==> config.mk <==
export PLATFORM = sky130hd
export DESIGN_NAME = rs1_ofst_gen_flat
export DESIGN_NICKNAME = d
export VERILOG_FILES = /design/src/rtl/rs1_ofst_gen_if.sv /design/src/rtl/rs1_ofst_gen.sv /design/src/flat_wrapper.sv
export SDC_FILE = /design/constraint.sdc
export NUM_CORES = 1
export LEC_CHECK = 0
export BUFFER_PORTS_ARGS = -buffer_cell sky130_fd_sc_hd__buf_4
export CORE_ASPECT_RATIO = 1.25
export CORE_UTILIZATION = 44
export DETAILED_ROUTE_END_ITERATION = 12
export PLACE_DENSITY = 0.8
export REMOVE_ABC_BUFFERS = 1
export SLEW_MARGIN = 20
export SYNTH_ARGS = -nofsm -noshare
export SYNTH_HDL_FRONTEND = slang
export SYNTH_SLANG_ARGS = --single-unit
==> constraint.sdc <==
create_clock -name clk -period 3.25 [get_ports clk]
set_input_delay 0.325 -clock clk [delete_from_list [all_inputs] [get_ports clk]]
set_output_delay 0.325 -clock clk [all_outputs]
set_load 0.01 [all_outputs]
==> src/rtl/rs1_ofst_gen_if.sv <==
// Decode-window and load-operand bundle between the IFU byte window and the local-variable load decoder.
// Latency: none, this file only groups the wires.
// Backpressure: hold is carried here; consume tells the IFU how far to shift the window.
interface rs1_ofst_gen_if;
  logic [7:0]  opcode;
  logic [7:0]  byte1;
  logic [7:0]  byte2;
  logic [2:0]  valid;
  logic        hold;
  logic [31:0] vars_base;
  logic [1:0]  consume;
  logic        ld_valid;
  logic [15:0] ld_offset;
  logic        ld_double;
  logic [31:0] ld_addr;
  logic        wide_q;

  // IFU side: presents the window and receives the decoded load
  modport master (
    output opcode, byte1, byte2, valid, hold, vars_base,
    input  consume, ld_valid, ld_offset, ld_double, ld_addr, wide_q
  );

  // Decoder side
  modport slave (
    input  opcode, byte1, byte2, valid, hold, vars_base,
    output consume, ld_valid, ld_offset, ld_double, ld_addr, wide_q
  );
endinterface

==> src/rtl/rs1_ofst_gen.sv <==
// Local-variable load decoder: short, index and wide-index forms -> offset, width, VARS word address.
// Latency: consume is combinational; ld_* and wide_q are registered, one cycle after the decode.
// Backpressure: hold freezes all state and outputs and forces consume to 0.
module rs1_ofst_gen (
  input  logic         clk,
  input  logic         reset,
  rs1_ofst_gen_if.slave bus
);

  typedef enum logic {
    IDLE = 1'b0,
    WIDE = 1'b1
  } state_t;

  state_t      state;
  state_t      next_state;

  logic        ld_valid_r;
  logic [15:0] ld_offset_r;
  logic        ld_double_r;
  logic [31:0] ld_addr_r;

  logic        is_short;
  logic        is_index;
  logic        is_wide;
  logic [2:0]  short_rel;

  logic        dec_load;
  logic [15:0] dec_offset;
  logic        dec_double;
  logic [1:0]  dec_consume;

  // Opcode classification. Short-form families are 4 apart starting at 0x1a,
  // so the low bits of (opcode - 0x1a) give the index and the family parity
  // (bit 2) marks the lload/dload families.
  assign is_short  = (bus.opcode >= 8'h1a) && (bus.opcode <= 8'h2d);
  assign is_index  = (bus.opcode >= 8'h15) && (bus.opcode <= 8'h19);
  assign is_wide   = (bus.opcode == 8'hc4);
  assign short_rel = 3'(bus.opcode - 8'h1a);

  // Decode the window head against the current prefix state
  always_comb begin
    dec_load    = 1'b0;
    dec_offset  = 16'h0000;
    dec_double  = 1'b0;
    dec_consume = 2'd0;
    next_state  = state;
    case (state)
      IDLE: begin
        if (is_short && bus.valid[0]) begin
          dec_load    = 1'b1;
          dec_offset  = {14'd0, short_rel[1:0]};
          dec_double  = short_rel[2];
          dec_consume = 2'd1;
        end else if (is_index && (bus.valid[1:0] == 2'b11)) begin
          dec_load    = 1'b1;
          dec_offset  = {8'h00, bus.byte1};
          // 0x16 lload and 0x18 dload are the even index-form opcodes
          dec_double  = ~bus.opcode[0];
          dec_consume = 2'd2;
        end else if (is_wide && bus.valid[0]) begin
          dec_consume = 2'd1;
          next_state  = WIDE;
        end
      end
      WIDE: begin
        if (bus.valid[0]) begin
          if (is_index) begin
            if (bus.valid == 3'b111) begin
              dec_load    = 1'b1;
              dec_offset  = {bus.byte1, bus.byte2};
              dec_double  = ~bus.opcode[0];
              dec_consume = 2'd3;
              next_state  = IDLE;
            end
          end else begin
            // Not ours: leave the opcode in the window for the store/iinc
            // decoders, which see the prefix through wide_q this cycle.
            next_state = IDLE;
          end
        end
      end
      default: next_state = IDLE;
    endcase
  end

  // FSM and registered load operand; offset/width/address keep the last load
  always_ff @(posedge clk or posedge reset) begin
    if (reset) begin
      state       <= IDLE;
      ld_valid_r  <= 1'b0;
      ld_offset_r <= 16'h0000;
      ld_double_r <= 1'b0;
      ld_addr_r   <= 32'h0000_0000;
    end else if (!bus.hold) begin
      state      <= next_state;
      ld_valid_r <= dec_load;
      if (dec_load) begin
        ld_offset_r <= dec_offset;
        ld_double_r <= dec_double;
        ld_addr_r   <= bus.vars_base - {14'd0, dec_offset, 2'b00};
      end
    end
  end

  assign bus.consume   = (reset || bus.hold) ? 2'd0 : dec_consume;
  assign bus.ld_valid  = ld_valid_r;
  assign bus.ld_offset = ld_offset_r;
  assign bus.ld_double = ld_double_r;
  assign bus.ld_addr   = ld_addr_r;
  assign bus.wide_q    = (state == WIDE);

endmodule

==> src/flat_wrapper.sv <==
// flat-port wrapper written by rule: the top's interface ports become plain ports
module rs1_ofst_gen_flat 
  (clk, reset, bus_opcode, bus_byte1, bus_byte2, bus_valid, bus_hold, bus_vars_base, bus_consume, bus_ld_valid, bus_ld_offset, bus_ld_double, bus_ld_addr, bus_wide_q);
  rs1_ofst_gen_if bus_i ();
  input  logic clk;
  input  logic reset;
  input wire logic [$bits(bus_i.opcode)-1:0] bus_opcode;
  input wire logic [$bits(bus_i.byte1)-1:0] bus_byte1;
  input wire logic [$bits(bus_i.byte2)-1:0] bus_byte2;
  input wire logic [$bits(bus_i.valid)-1:0] bus_valid;
  input wire logic [$bits(bus_i.hold)-1:0] bus_hold;
  input wire logic [$bits(bus_i.vars_base)-1:0] bus_vars_base;
  output wire logic [$bits(bus_i.consume)-1:0] bus_consume;
  output wire logic [$bits(bus_i.ld_valid)-1:0] bus_ld_valid;
  output wire logic [$bits(bus_i.ld_offset)-1:0] bus_ld_offset;
  output wire logic [$bits(bus_i.ld_double)-1:0] bus_ld_double;
  output wire logic [$bits(bus_i.ld_addr)-1:0] bus_ld_addr;
  output wire logic [$bits(bus_i.wide_q)-1:0] bus_wide_q;
  assign bus_i.opcode = bus_opcode;
  assign bus_i.byte1 = bus_byte1;
  assign bus_i.byte2 = bus_byte2;
  assign bus_i.valid = bus_valid;
  assign bus_i.hold = bus_hold;
  assign bus_i.vars_base = bus_vars_base;
  assign bus_consume = bus_i.consume;
  assign bus_ld_valid = bus_i.ld_valid;
  assign bus_ld_offset = bus_i.ld_offset;
  assign bus_ld_double = bus_i.ld_double;
  assign bus_ld_addr = bus_i.ld_addr;
  assign bus_wide_q = bus_i.wide_q;
  rs1_ofst_gen u_core (.clk(clk), .reset(reset), .bus(bus_i));
endmodule
Word-level counts from Yosys, hierarchy flattened
Cells that the tools add are included.
{"block": "totals", "elab_cells": 57, "inputBits": 62, "reg_bits": 51}
{"block": "classes", "n_reduce_logical": 7, "n_bitwise": 3, "order_cmp": 4, "addsub": 2, "n_eq_ne": 3, "n_mux": 33}
{"op": "two-way mux 16 bit", "n": 4}
{"op": "case mux 16 bit (2 select lines)", "n": 1}
{"op": "subtractor 32 x 18 -> 32 bit", "n": 1}
{"op": "two-way mux 1 bit", "n": 17}
{"op": ">= comparator 8 x 5 -> 1 bit, second input constant", "n": 2}
{"op": "two-way mux 2 bit", "n": 6}
{"op": "equality test 8 bit, second input constant", "n": 1}
{"op": "<= comparator 8 x 5 -> 1 bit, second input constant", "n": 1}
{"op": "<= comparator 8 x 6 -> 1 bit, second input constant", "n": 1}
{"op": "two-way mux 8 bit", "n": 1}
{"op": "case mux 1 bit (2 select lines)", "n": 3}
{"op": "logical AND 1 bit", "n": 5}
{"op": "case mux 2 bit (2 select lines)", "n": 1}
{"op": "equality test 3 bit, second input constant", "n": 1}
{"op": "inverter 1 bit", "n": 3}
{"op": "subtractor 3 x 2 -> 3 bit, second input constant", "n": 1}
{"op": "equality test 2 bit, second input constant", "n": 1}
{"op": "AND reduction 2 bit", "n": 1}
{"op": "logical OR 1 bit", "n": 1}

Depth between registers and ports, before layout
Gate-level depths: netlist (run 1).
{"block": "logic_depth", "ltp_word": 7, "ltp_mapped": 17, "mapped_depth_nobuf": 16}

Least setup slack after synthesis (run 1)
OpenSTA, ideal clock, no wires.
{"block": "synth_timing", "path_type": "input-to-reg", "startpoint": "input bus_opcode[3]", "endpoint": "register u_core.ld_addr_r[18], in the netlist u_core.bus.ld_addr[18]", "n_path_buf": 1, "stages": 17, "t_arrival_ps": 3379, "setup_ps": 134, "setup_slack_ps": -263, "path_cell_list": "nand2b_1 -> a2bb2oi_1 -> nor4_2 -> and3_1 -> buf_2 -> nand3_1 -> o21ai_1 -> ha_1 -> inv_1 -> fa_1 -> a21oi_1 -> o22ai_1 -> o31ai_1 -> a211oi_1 -> a211oi_1 -> xnor2_1 -> o21ai_0"}
{"block": "synth_between", "elab_chain_cells": 7, "elab_cells_between_ends": 20}
{"element": "start, declared", "line_no": "flat_wrapper.sv:7", "source": "input wire logic [$bits(bus_i.opcode)-1:0] bus_opcode;"}
{"element": ">= comparator 8 x 5 -> 1 bit / <= comparator 8 x 5 -> 1 bit (equally long branches)", "line_no": "rs1_ofst_gen.sv:37", "source": "assign is_index = (bus.opcode >= 8'h15) && (bus.opcode <= 8'h19);"}
{"element": "logical AND 1 bit", "line_no": "rs1_ofst_gen.sv:37"}
{"element": "logical AND 1 bit", "line_no": "rs1_ofst_gen.sv:55", "source": "end else if (is_index && (bus.valid[1:0] == 2'b11)) begin"}
{"element": "two-way mux 8 bit", "line_no": "rs1_ofst_gen.sv:55"}
{"element": "two-way mux 16 bit", "line_no": "rs1_ofst_gen.sv:50", "source": "if (is_short && bus.valid[0]) begin"}
{"element": "case mux 16 bit (2 select lines) (*)", "line_no": "rs1_ofst_gen.sv:48", "source": "case (state)"}
{"element": "via u_core.dec_offset[0]", "line_no": "rs1_ofst_gen.sv:29", "source": "logic [15:0] dec_offset;"}
{"element": "subtractor 32 x 18 -> 32 bit (*)", "line_no": "rs1_ofst_gen.sv:101", "source": "ld_addr_r <= bus.vars_base - {14'd0, dec_offset, 2'b00};"}
{"element": "end signal, assigned", "line_no": "rs1_ofst_gen.sv:101"}
{"element": "end, declared", "line_no": "rs1_ofst_gen.sv:21", "source": "logic [31:0] ld_addr_r;"}
The timed path passes the listed nets; every way through them passes the cells marked *.
A chain may end at the register's enable or synchronous reset.

Worst setup path in the final report (run 1)
{"block": "layout_timing", "startpoint": "input bus_opcode[3]", "endpoint": "register u_core.ld_addr_r[17], in the netlist u_core.bus.ld_addr[17]"}
{"block": "layout_between", "elab_chain_cells": 7, "elab_cells_between_ends": 20}
{"element": ">= comparator 8 x 5 -> 1 bit / <= comparator 8 x 5 -> 1 bit (equally long branches)", "line_no": "rs1_ofst_gen.sv:37"}
{"element": "logical AND 1 bit", "line_no": "rs1_ofst_gen.sv:37"}
{"element": "logical AND 1 bit", "line_no": "rs1_ofst_gen.sv:55"}
{"element": "two-way mux 8 bit / two-way mux 1 bit (equally long branches)", "line_no": "rs1_ofst_gen.sv:55"}
{"element": "two-way mux 16 bit / two-way mux 1 bit (equally long branches)", "line_no": "rs1_ofst_gen.sv:50"}
{"element": "case mux 16 bit (2 select lines) / case mux 1 bit (2 select lines) (equally long branches)", "line_no": "rs1_ofst_gen.sv:48"}
{"element": "subtractor 32 x 18 -> 32 bit / AND reduction 2 bit (equally long branches)"}
Parallel ways exist; a longest one is shown, timed or not.

==> impl_metrics.env, run 1 <==
export IMPL_crit_slowest_cell="ha_1"
export IMPL_power_mw=1.88
export IMPL_grt_pass1_wl_um=15900
export IMPL_fp_dieW_um=78.7
export IMPL_htree_num_levels=2
export IMPL_ir_drop_v=0.000193
export IMPL_synthArstFlopShare_pct=100
export IMPL_end_kind="flip-flop"
export IMPL_rows=34
export IMPL_core_area_um2=7060
export IMPL_syn_mean_instance_area_um2=8.46
export IMPL_clock_latency_ns=0.31
export IMPL_clock_sinks=51
export IMPL_yosysWarningCount=0
export IMPL_synth_edff_count=0
export IMPL_p_per_area_nw_per_um2=359
export IMPL_hold_class="in -> async"
export IMPL_critical_path_arrival_ns=3.57
export IMPL_setup_ws_ns=-0.123
export IMPL_start_util_pct=45.9
export IMPL_p_leak_nw=2.45
export IMPL_cts_tree="done"
export IMPL_drc=0
export IMPL_synth_cell_types=57
export IMPL_crit_path_max_incr_delay_ns=0.39
export IMPL_drt_total_wl_um=10900
export IMPL_outcome="finished, violations left"
export IMPL_post_route_util_pct=74.3
export IMPL_path_cells="buf_8 > nand2b_4 > a2bb2oi_2 > nor4_2 > and3_1 > buf_6 > buf_4 > a22oi_2 > ha_1 > nand2_2 > or3_1 > o21ai_1 > a21oi_2 > a2111oi_2 > o21ai_0 > a31o_2"
export IMPL_clk_pin_slew_ns=0.10
export IMPL_crit_buf_inv=3
export IMPL_hold_buffers=0
export IMPL_wire_per_inst_um=16.2
export IMPL_yosysSeqAreaShare_pct=39.4
export IMPL_diodes=0
export IMPL_rsz0062_at_grt="yes"
export IMPL_vias=3671
export IMPL_ys_ff_latch=51
export IMPL_fp_dieArea_um2=7710
export IMPL_postSynthCellCount=383
export IMPL_startpoint_type="primary input"
export IMPL_grt_start_max_net_pins=56
export IMPL_fin_crit_sh_pct=104
export IMPL_worst_setup_path_type="in -> reg"
export IMPL_skew_ns=0.0112
export IMPL_dp_slack_ns=-0.470
export IMPL_post_dp_hpwl_um=7730
export IMPL_cp_top_family="compound AO/OA/AOI/OAI gates"
export IMPL_detail_route_vias_per_cell=5.44
export IMPL_layout_cells_non_filler=675
export IMPL_setup_viol=6
export IMPL_drtAntennaViolNets=0
export IMPL_cts_buffer_depth=2
export IMPL_crit_required_ns=3.45
export IMPL_path_max_fanout=8
export IMPL_slew_viol_final=0
export IMPL_drt_iter0_markers=182
export IMPL_drv_cap=0
export IMPL_synth_ff_type="dfrtp_1"
export IMPL_die_height_um=97.9
export IMPL_num_io_pins=115
export IMPL_relSlewSlack_pct=40.7
export IMPL_grt_pass1_vias=3550
export IMPL_cts_made_buffers=5
export IMPL_dp_cells=651
export IMPL_grt_usage_pct=25.8
export IMPL_io_buffers=114
export IMPL_drive_gt1_share_pct=46.8
export IMPL_fin_nets=663
export IMPL_max_freq_mhz=296
export IMPL_overflow=0
export IMPL_ctsRootBufferMaster="clkbuf_8"
export IMPL_syn_to_final_growth_pct=61.9
export IMPL_violations="negative setup slack"
export IMPL_fin_crit_ns=3.37
export IMPL_tightestPinTransition_ns=0.889
export IMPL_place_congestion=0.915
export IMPL_critical_path_cell_count=16
export IMPL_syn_cell_area_um2=3240
export IMPL_hold_viol=0
export IMPL_firstDrtPassIters=4
export IMPL_worstRegToRegCells=12
export IMPL_antenna_found_initial=0
Yosys cell counts (3+ instances only):
cell type,count,area share [%]
nand2_1,77,8.9
dfrtp_1,51,39
o21ai_0,43,6.6
nor2_1,28,3.2
a21oi_1,17,2.6
ha_1,16,6.2
xnor2_1,14,3.8
inv_1,13,1.5
clkbuf_1,9,1.0
nand3_1,9,1.4
nor3_1,8,1.2
or3_1,8,1.5
a22oi_1,7,1.6
a31oi_1,6,1.2
xor2_1,6,1.6
o31ai_1,5,1.2
and3_1,4,0.77
nand2b_1,4,0.77
o211ai_1,4,0.93
o21bai_1,4,0.93
a211oi_1,3,0.70
a21o_1,3,0.70
or4_1,3,0.70
final timing paths:
path	from	endpoint	slack (ns)
max	bus_opcode[3]	u_core.bus.ld_addr[17]	-0.12
min	reset	u_core.bus.ld_offset[4]	0.18
max reg2reg	u_core.bus.wide_q	u_core.bus.ld_addr[17]	0.14
min reg2reg	u_core.bus.ld_addr[20]	u_core.bus.ld_addr[20]	0.48
max in group asynchronous	reset	u_core.bus.ld_addr[9]	2.53
min in group clk	bus_vars_base[1]	u_core.bus.ld_addr[1]	0.23
cells by family after synthesis:
logic type,synth area share [%]
DFF,39.4
adders and majority gates,6.80
AOI/OAI and AO/OA,22.3
buffers and inverters,3.63
xor gates and xnor gates,5.41
and+or+nand+nor,22.1
muxes,0.348
sequential cells by signal, summed over array words and instances, names as in the netlist:
name and flops:
u_core.bus.ld_offset 16, u_core.bus.ld_addr 32, u_core.bus.wide_q 1, u_core.bus.ld_valid 1, u_core.bus.ld_double 1
repair_timing:
| action | in CTS | in global routing |
|---|---|---|
| pin swaps | 6 | 26 |
| resized for setup | 16 | 49 |
| setup endpoints to repair | 11 | 17 |
| buffers inserted | 0 | 16 |
| hold endpoints to repair | 0 | 0 |
per-stage QoR:
step           hold WS, ns  setup TNS [ns]  cell area, um2
2_1_floorplan        0.430           -9.22            3170
3_3_place_gp         0.454           -3.44            4720
3_5_place_dp         0.463           -5.90            4720
4_1_cts              0.230         -0.0235            4880
5_1_grt              0.240           -1.28            5240
6_report             0.184          -0.300            5240
layout make-up:
cell class              count  area, um2
fillers                   513       1820
repair buffers            207       1580
multi-input cells         306       2120
inverters                  13       50.0
clock inverters             1       7.51
clock buffers               7       96.3
well taps                  90        113
flip-flops and latches     51       1280
worst reg2reg max path, delay by kind of cell, from the launching register on:
family	cells	cell delay (ns)
AO/OA/AOI/OAI	6	1.35
adder cells (fa/ha/maj)	1	0.28
buffers and inverters	2	0.28
flip-flops	1	0.44
AND/OR/NAND/NOR	3	0.65
cell usage in the layout (no fill, tap or decap), drive strengths merged, types with 3 or more instances in the layout:
master,instances
buf,207
nand2,77
dfrtp,51
o21ai,45
nor2,28
a21oi,19
ha,16
xnor2,14
inv,12
or3,10
nor3,9
nand3,9
clkbuf,7
a22oi,7
a31oi,6
xor2,6
o31ai,5
o211ai,4
nand2b,4
and3,4
a21o,4
o21bai,4
or4,4
or2,3
a211oi,3
a2111oi,3
power breakdown:
part | total [mW] | internal (mW) | switching, mW
sequential | 0.809 | 0.747 | 0.0616
clock | 0.405 | 0.194 | 0.211
combinational | 0.671 | 0.357 | 0.314
total | 1.88 | 1.30 | 0.587
per-layer routing:
| metal | track usage (%) | share of wire [%] |
|---|---|---|
| met2 | 48.4 | 54 |
| met3 | 4.95 | 6.4 |
| met1 | 29.8 | 37 |
| met4 | 5.27 | 2.6 |
| met5 | 0 | 0 |
Power figures use the tool's default switching activity.
==> run 2, diff against run 1 <==
- CELL_PAD_IN_SITES_DETAIL_PLACEMENT: unset -> 0
- CELL_PAD_IN_SITES_GLOBAL_PLACEMENT: unset -> 1
- CORE_MARGIN: unset -> 2
- CORE_UTILIZATION: 44 -> 36
- PLACE_DENSITY: 0.8 -> 0.88
- SETUP_SLACK_MARGIN: unset -> 0.02
==> impl_metrics.env, run 2 (synthesis gave the netlist of run 1 again) <==
export IMPL_die_height_um=110
export IMPL_mostFrequentLayoutCells="buf_4 (206), nand2_1 (76), dfrtp_1 (51)"
export IMPL_fin_crit_sh_pct=95.8
export IMPL_swShare_pct=32.2
export IMPL_p_leak_nw=2.51
export IMPL_drv_cap=0
export IMPL_outcome="complete, no violations"
export IMPL_syn_to_final_growth_pct=68.9
export IMPL_cts_buffer_depth=2
export IMPL_internal_power_mw=1.27
export IMPL_overflow=0
export IMPL_layout_commonest_cell="buf_4"
export IMPL_fp_dieW_um=88.8
export IMPL_placed_area_um2=4860
export IMPL_grt_pass1_wl_um=17100
export IMPL_clock_latency_ns=0.32
export IMPL_detail_route_vias_per_cell=5.19
export IMPL_grt_usage_pct=22.7
export IMPL_vias=3708
export IMPL_clock_sinks=51
export IMPL_drc=0
export IMPL_fin_crit_ns=3.11
export IMPL_grt_start_max_net_pins=58
export IMPL_drt_total_wl_um=11100
export IMPL_crit_start="bus_opcode[3]"
export IMPL_crit_slowest_cell="fa_2"
export IMPL_clk_pin_slew_ns=0.09
export IMPL_drt_iter0_markers=153
export IMPL_hold_viol=0
export IMPL_critical_path_arrival_ns=3.30
export IMPL_place_congestion=0.968
export IMPL_firstDrtPassIters=4
export IMPL_rsz0062_at_grt="yes"
export IMPL_ctsRootBufferMaster="clkbuf_8"
export IMPL_antenna_found_initial=0
export IMPL_crit_path_max_incr_delay_ns=0.39
export IMPL_crit_required_ns=3.44
export IMPL_end_kind="flip-flop"
export IMPL_tns_ns=0
export IMPL_htree_num_levels=2
export IMPL_hold_ws_ns=0.168
export IMPL_ir_drop_v=0.000185
export IMPL_skew_ns=0.00816
export IMPL_p_per_area_nw_per_um2=342
export IMPL_relSlewSlack_pct=39.0
export IMPL_num_io_pins=115
export IMPL_core_area_um2=8700
export IMPL_drtAntennaViolNets=0
export IMPL_start_util_pct=37.2
export IMPL_rows=38
export IMPL_worst_setup_path_type="in -> reg"
export IMPL_post_dp_hpwl_um=8390
export IMPL_clkPwrFrac_pct=20.0
export IMPL_hold_class="in -> async"
export IMPL_largest_register_ffs=32
export IMPL_setup_viol=0
export IMPL_power_mw=1.87
export IMPL_wire_per_inst_um=15.5
export IMPL_tightestPinTransition_ns=0.915
export IMPL_grt_pass1_vias=3659
export IMPL_io_buffers=114
export IMPL_startpoint_type="primary input"
export IMPL_path_cells="buf_6 > nand2b_4 > a2bb2oi_4 > buf_4 > buf_4 > nor2_4 > a32oi_2 > o21ai_4 > ha_2 > inv_2 > fa_2 > a21oi_4 > o22ai_4 > buf_6 > o221ai_4 > o31ai_4 > a311oi_2 > xnor2_1 > o21ai_1"
export IMPL_p_comb_share_pct=36.8
export IMPL_drive_gt1_share_pct=48.3
export IMPL_diodes=0
export IMPL_cts_tree="done"
export IMPL_fin_nets=672
export IMPL_stdcell_area_um2=5470
export IMPL_slew_viol_final=0
export IMPL_r2r_start="u_core.bus.wide_q"
export IMPL_max_freq_mhz=321
export IMPL_fp_dieArea_um2=9780
export IMPL_path_max_fanout=2
export IMPL_cts_made_buffers=5
export IMPL_pwr_share_seq_pct=43.3
export IMPL_post_route_util_pct=62.9
export IMPL_p_sw_uw=603
## run 2: changes by cell type in the layout (fill, tap and decap cells not counted), moves of 3 or more
cell | before | now
a21oi_1 | 10 | 13
a21oi_2 | 7 | 2
buf_4 | 201 | 206
buf_6 | 5 | 8
nor2_1 | 23 | 20
nor2_4 | 1 | 5
## run 2: area by class of cell
| cell class | count | area [um2] |
|---|---|---|
| sequential | 51 | 1280 |
| clock inverter | 2 | 12.5 |
| timing repair buffer | 216 | 1680 |
| tap | 120 | 150 |
| clock buffer | 6 | 72.6 |
| fill | 743 | 3230 |
| inverter | 13 | 50.0 |
| multi-input combinational | 306 | 2230 |
## run 2: repair_timing
item,CTS,global route
gates cloned,0,1
resized for setup,33,52
buffers inserted,9,3
hold buffers,0,0
endpoints found under the setup margin,14,18
pin swaps,18,28
## run 2: critical path: cells and delay by family
family | cells | cell delay (ns)
compound gates | 9 | 1.47
xor+xnor | 1 | 0.16
fa+ha+maj | 2 | 0.60
buf+inv | 5 | 0.53
simple gates | 2 | 0.23
## run 2: worst paths after layout
kind	to	slack, ns	depth (start not counted)
max in group asynchronous	u_core.bus.ld_addr[7]	2.52	2
worst max-delay path	u_core.bus.ld_addr[24]	0.14	19
min in group clk	u_core.bus.ld_addr[1]	0.21	3
worst min-delay path	u_core.bus.ld_double	0.17	2
worst max register to register	u_core.bus.ld_addr[24]	0.32	14
worst min register to register	u_core.bus.ld_addr[26]	0.49	2
## run 2: power groups by stage
stage          logic [mW]  registers, mW  clock network [mW]
3_3_place_gp        0.617          0.819                   0
3_5_place_dp        0.627          0.825                   0
5_1_grt             0.758          0.823               0.399
2_1_floorplan       0.199          0.872                   0
6_report            0.687          0.809               0.373
4_1_cts             0.655          0.812               0.387
## run 2: layer usage
| metal | wire length (um) | GRT usage [%] | vias up |
|---|---|---|---|
| met1 | 4220 | 26.1 | 1752 |
| met3 | 782 | 4.32 | 22 |
| li1 | - | - | 1786 |
| met2 | 5780 | 41.3 | 148 |
| met4 | 277 | 8.12 | 0 |
| met5 | 0 | 0 | - |
## run 2: stage by stage
stage,instances,setup slack [ns]
after floorplan,370,-0.561
after global placement,694,-0.600
after detailed placement,694,-0.693
after CTS,711,0.00277
after global routing,714,-0.0906
final,714,0.137
==> run 3, diff against run 2 <==
- ABC_AREA: unset -> 1
- PLACE_DENSITY: 0.88 -> 0.89
==> impl_metrics.env, run 3 <==
export IMPL_cts_buffer_depth=2
export IMPL_dp_cells=871
export IMPL_layout_cells_non_filler=880
export IMPL_grt_usage_pct=21.0
export IMPL_outcome="complete, no violations"
export IMPL_postSynthCellCount=630
export IMPL_fin_crit_sh_pct=89.7
export IMPL_tightestPinTransition_ns=0.537
export IMPL_fp_dieW_um=98.0
export IMPL_largest_register_ffs=32
export IMPL_ctsRootBufferMaster="clkbuf_16"
export IMPL_hold_viol=0
export IMPL_grt_pass1_vias=4205
export IMPL_grt_busiest_layer="met2"
export IMPL_slew_viol_final=0
export IMPL_ff_latch_area_um2=1280
export IMPL_fin_nets=826
export IMPL_hold_class="in -> reg"
export IMPL_synth_common_cells="nand2_1 (237), inv_1 (95), dfrtp_1 (51)"
export IMPL_ys_ff_latch=51
export IMPL_max_freq_mhz=343
export IMPL_hold_depth=3
export IMPL_power_mw=2.13
export IMPL_met2_usage_pct=37.0
export IMPL_cts_tree="done"
export IMPL_clk_pin_slew_ns=0.07
export IMPL_core_area_um2=10700
export IMPL_synth_edff_count=0
export IMPL_fp_dieArea_um2=11900
export IMPL_gr_usage_met3_pct=3.17
export IMPL_drtAntennaViolNets=0
export IMPL_drt_total_wl_um=12400
export IMPL_yosysTopAreaCellShare_pct=32.1
export IMPL_drive_gt1_share_pct=19.1
export IMPL_syn_mean_instance_area_um2=6.31
export IMPL_synth_area_top_cells="dfrtp_1 (32%), nand2_1 (22%), inv_1 (9.0%)"
export IMPL_crit_required_ns=3.44
export IMPL_worstRegToRegCells=16
export IMPL_antenna_found_initial=0
export IMPL_synth_cell_types=34
export IMPL_yosysSeqAreaShare_pct=32.1
export IMPL_wire_per_inst_um=14.1
export IMPL_end_kind="flip-flop"
export IMPL_p_leak_nw=2.82
export IMPL_grt_start_max_net_pins=44
export IMPL_synthArstFlopShare_pct=100
export IMPL_vias=4402
export IMPL_rows=42
export IMPL_drc=0
export IMPL_synth_ff_type="dfrtp_1"
export IMPL_cts_made_buffers=5
export IMPL_num_io_pins=115
export IMPL_post_dp_hpwl_um=10300
export IMPL_diodes=0
export IMPL_syn_cell_area_um2=3970
export IMPL_yosysWarningCount=0
export IMPL_overflow=0
export IMPL_critical_path_arrival_ns=3.10
export IMPL_setup_viol=0
export IMPL_clock_sinks=51
export IMPL_path_max_fanout=10
export IMPL_hold_ws_ns=0.229
export IMPL_drt_iter0_markers=313
export IMPL_skew_ns=0.00881
export IMPL_clock_latency_ns=0.30
export IMPL_grt_pass1_wl_um=20200
export IMPL_grtUsageMet1_pct=25.5
export IMPL_mostFrequentLayoutCells="nand2_1 (237), buf_4 (120), inv_1 (94)"
export IMPL_htree_num_levels=2
export IMPL_firstDrtPassIters=5
export IMPL_relSlewSlack_pct=64.2
export IMPL_place_congestion=0.944
export IMPL_nFillCells=1133
export IMPL_io_buffers=114
export IMPL_start_util_pct=37.2
export IMPL_synth_top_cell_by_area="dfrtp_1"
export IMPL_syn_to_final_growth_pct=30.7
export IMPL_rsz0062_at_grt="no"
export IMPL_multi_input_area_um2=2280
export IMPL_die_height_um=121
export IMPL_fin_crit_ns=2.91
export IMPL_drv_cap=0
export IMPL_yosysMostFrequentCell="nand2_1"
export IMPL_detail_route_vias_per_cell=5.00
export IMPL_startpoint_type="primary input"
export IMPL_layout_commonest_cell="nand2_1"
export IMPL_p_per_area_nw_per_um2=410
export IMPL_ir_drop_v=0.000194
export IMPL_worst_setup_path_type="in -> reg"
[run 3: path summary, 6_finish.rpt]
| check | start | slack (ns) | to |
|---|---|---|---|
| min | bus_vars_base[0] | 0.23 | u_core.bus.ld_addr[0] |
| max in group asynchronous | reset | 1.89 | u_core.bus.ld_addr[14] |
| max | bus_opcode[7] | 0.34 | u_core.bus.ld_addr[30] |
| max reg2reg | u_core.bus.wide_q | 0.36 | u_core.bus.ld_addr[27] |
| min in group asynchronous | reset | 0.53 | u_core.bus.ld_offset[8] |
| min reg2reg | u_core.bus.ld_addr[31] | 0.48 | u_core.bus.ld_addr[31] |
[run 3: layer usage]
layer	part of all wire (%)	vias to the layer above
met2	50	142
li1	-	2219
met3	4.8	24
met4	3.1	0
met1	42	2017
met5	0	-
[run 3: cell type report]
cell class                      count  area share (%)
Clock buffer                        5            2.41
Clock inverter                      3            1.30
Inverter                           98            7.16
Multi-Input combinational cell    470            43.8
Sequential cell                    51            24.6
Tap cell                          132            3.18
Timing Repair Buffer              121            17.5
[run 3: per-stage QoR]
| stage | setup TNS [ns] | utilization (%) | instance area (um2) | setup WS (ns) |
|---|---|---|---|---|
| global route | 0 | 48.7 | 5190 | 0.0156 |
| floorplan | 0 | - | 3910 | 0.573 |
| finish | 0 | 48.7 | 5190 | 0.336 |
| global placement | 0 | 46.7 | 4980 | 0.113 |
| detailed placement | -0.00311 | 46.7 | 4980 | -0.00311 |
| CTS | 0 | 48.6 | 5180 | 0.303 |
[run 3: cells by family after synthesis]
group	after synthesis	synth area share, %
AND/OR/NAND/NOR	373	39.6
adder cells (fa/ha/maj)	17	5.54
flip-flops	51	32.1
buffers and inverters	109	10.8
XOR/XNOR	15	3.31
AO/OA/AOI/OAI	65	8.66
[run 3: power by group]
group	internal, mW	switching (mW)	total (mW)
clock	0.441	0.250	0.691
combinational	0.300	0.328	0.627
sequential	0.747	0.0637	0.811
[run 3: what timing repair did]
action	4_1_cts	5_1_grt
gates resized for setup	0	2
buffers inserted	0	0
hold buffers	1	0
hold endpoints to repair	9	0
setup endpoints to repair	0	4
[run 3: critical path: stages]
cell and delay [ns]:
buf_4 0.12, nor2_1 0.10, nand2_1 0.09, nor2_2 0.18, nand2_4 0.07, nor2_2 0.17, nand3_4 0.17, inv_4 0.16
nand2_1 0.08, nand2_1 0.09, inv_1 0.08, fa_1 0.48, nand3_1 0.12, nand3_1 0.15, nand3_1 0.12, nand3_1 0.16
nand2_1 0.19, nand3_1 0.10, nand3_1 0.09, nand2_1 0.06
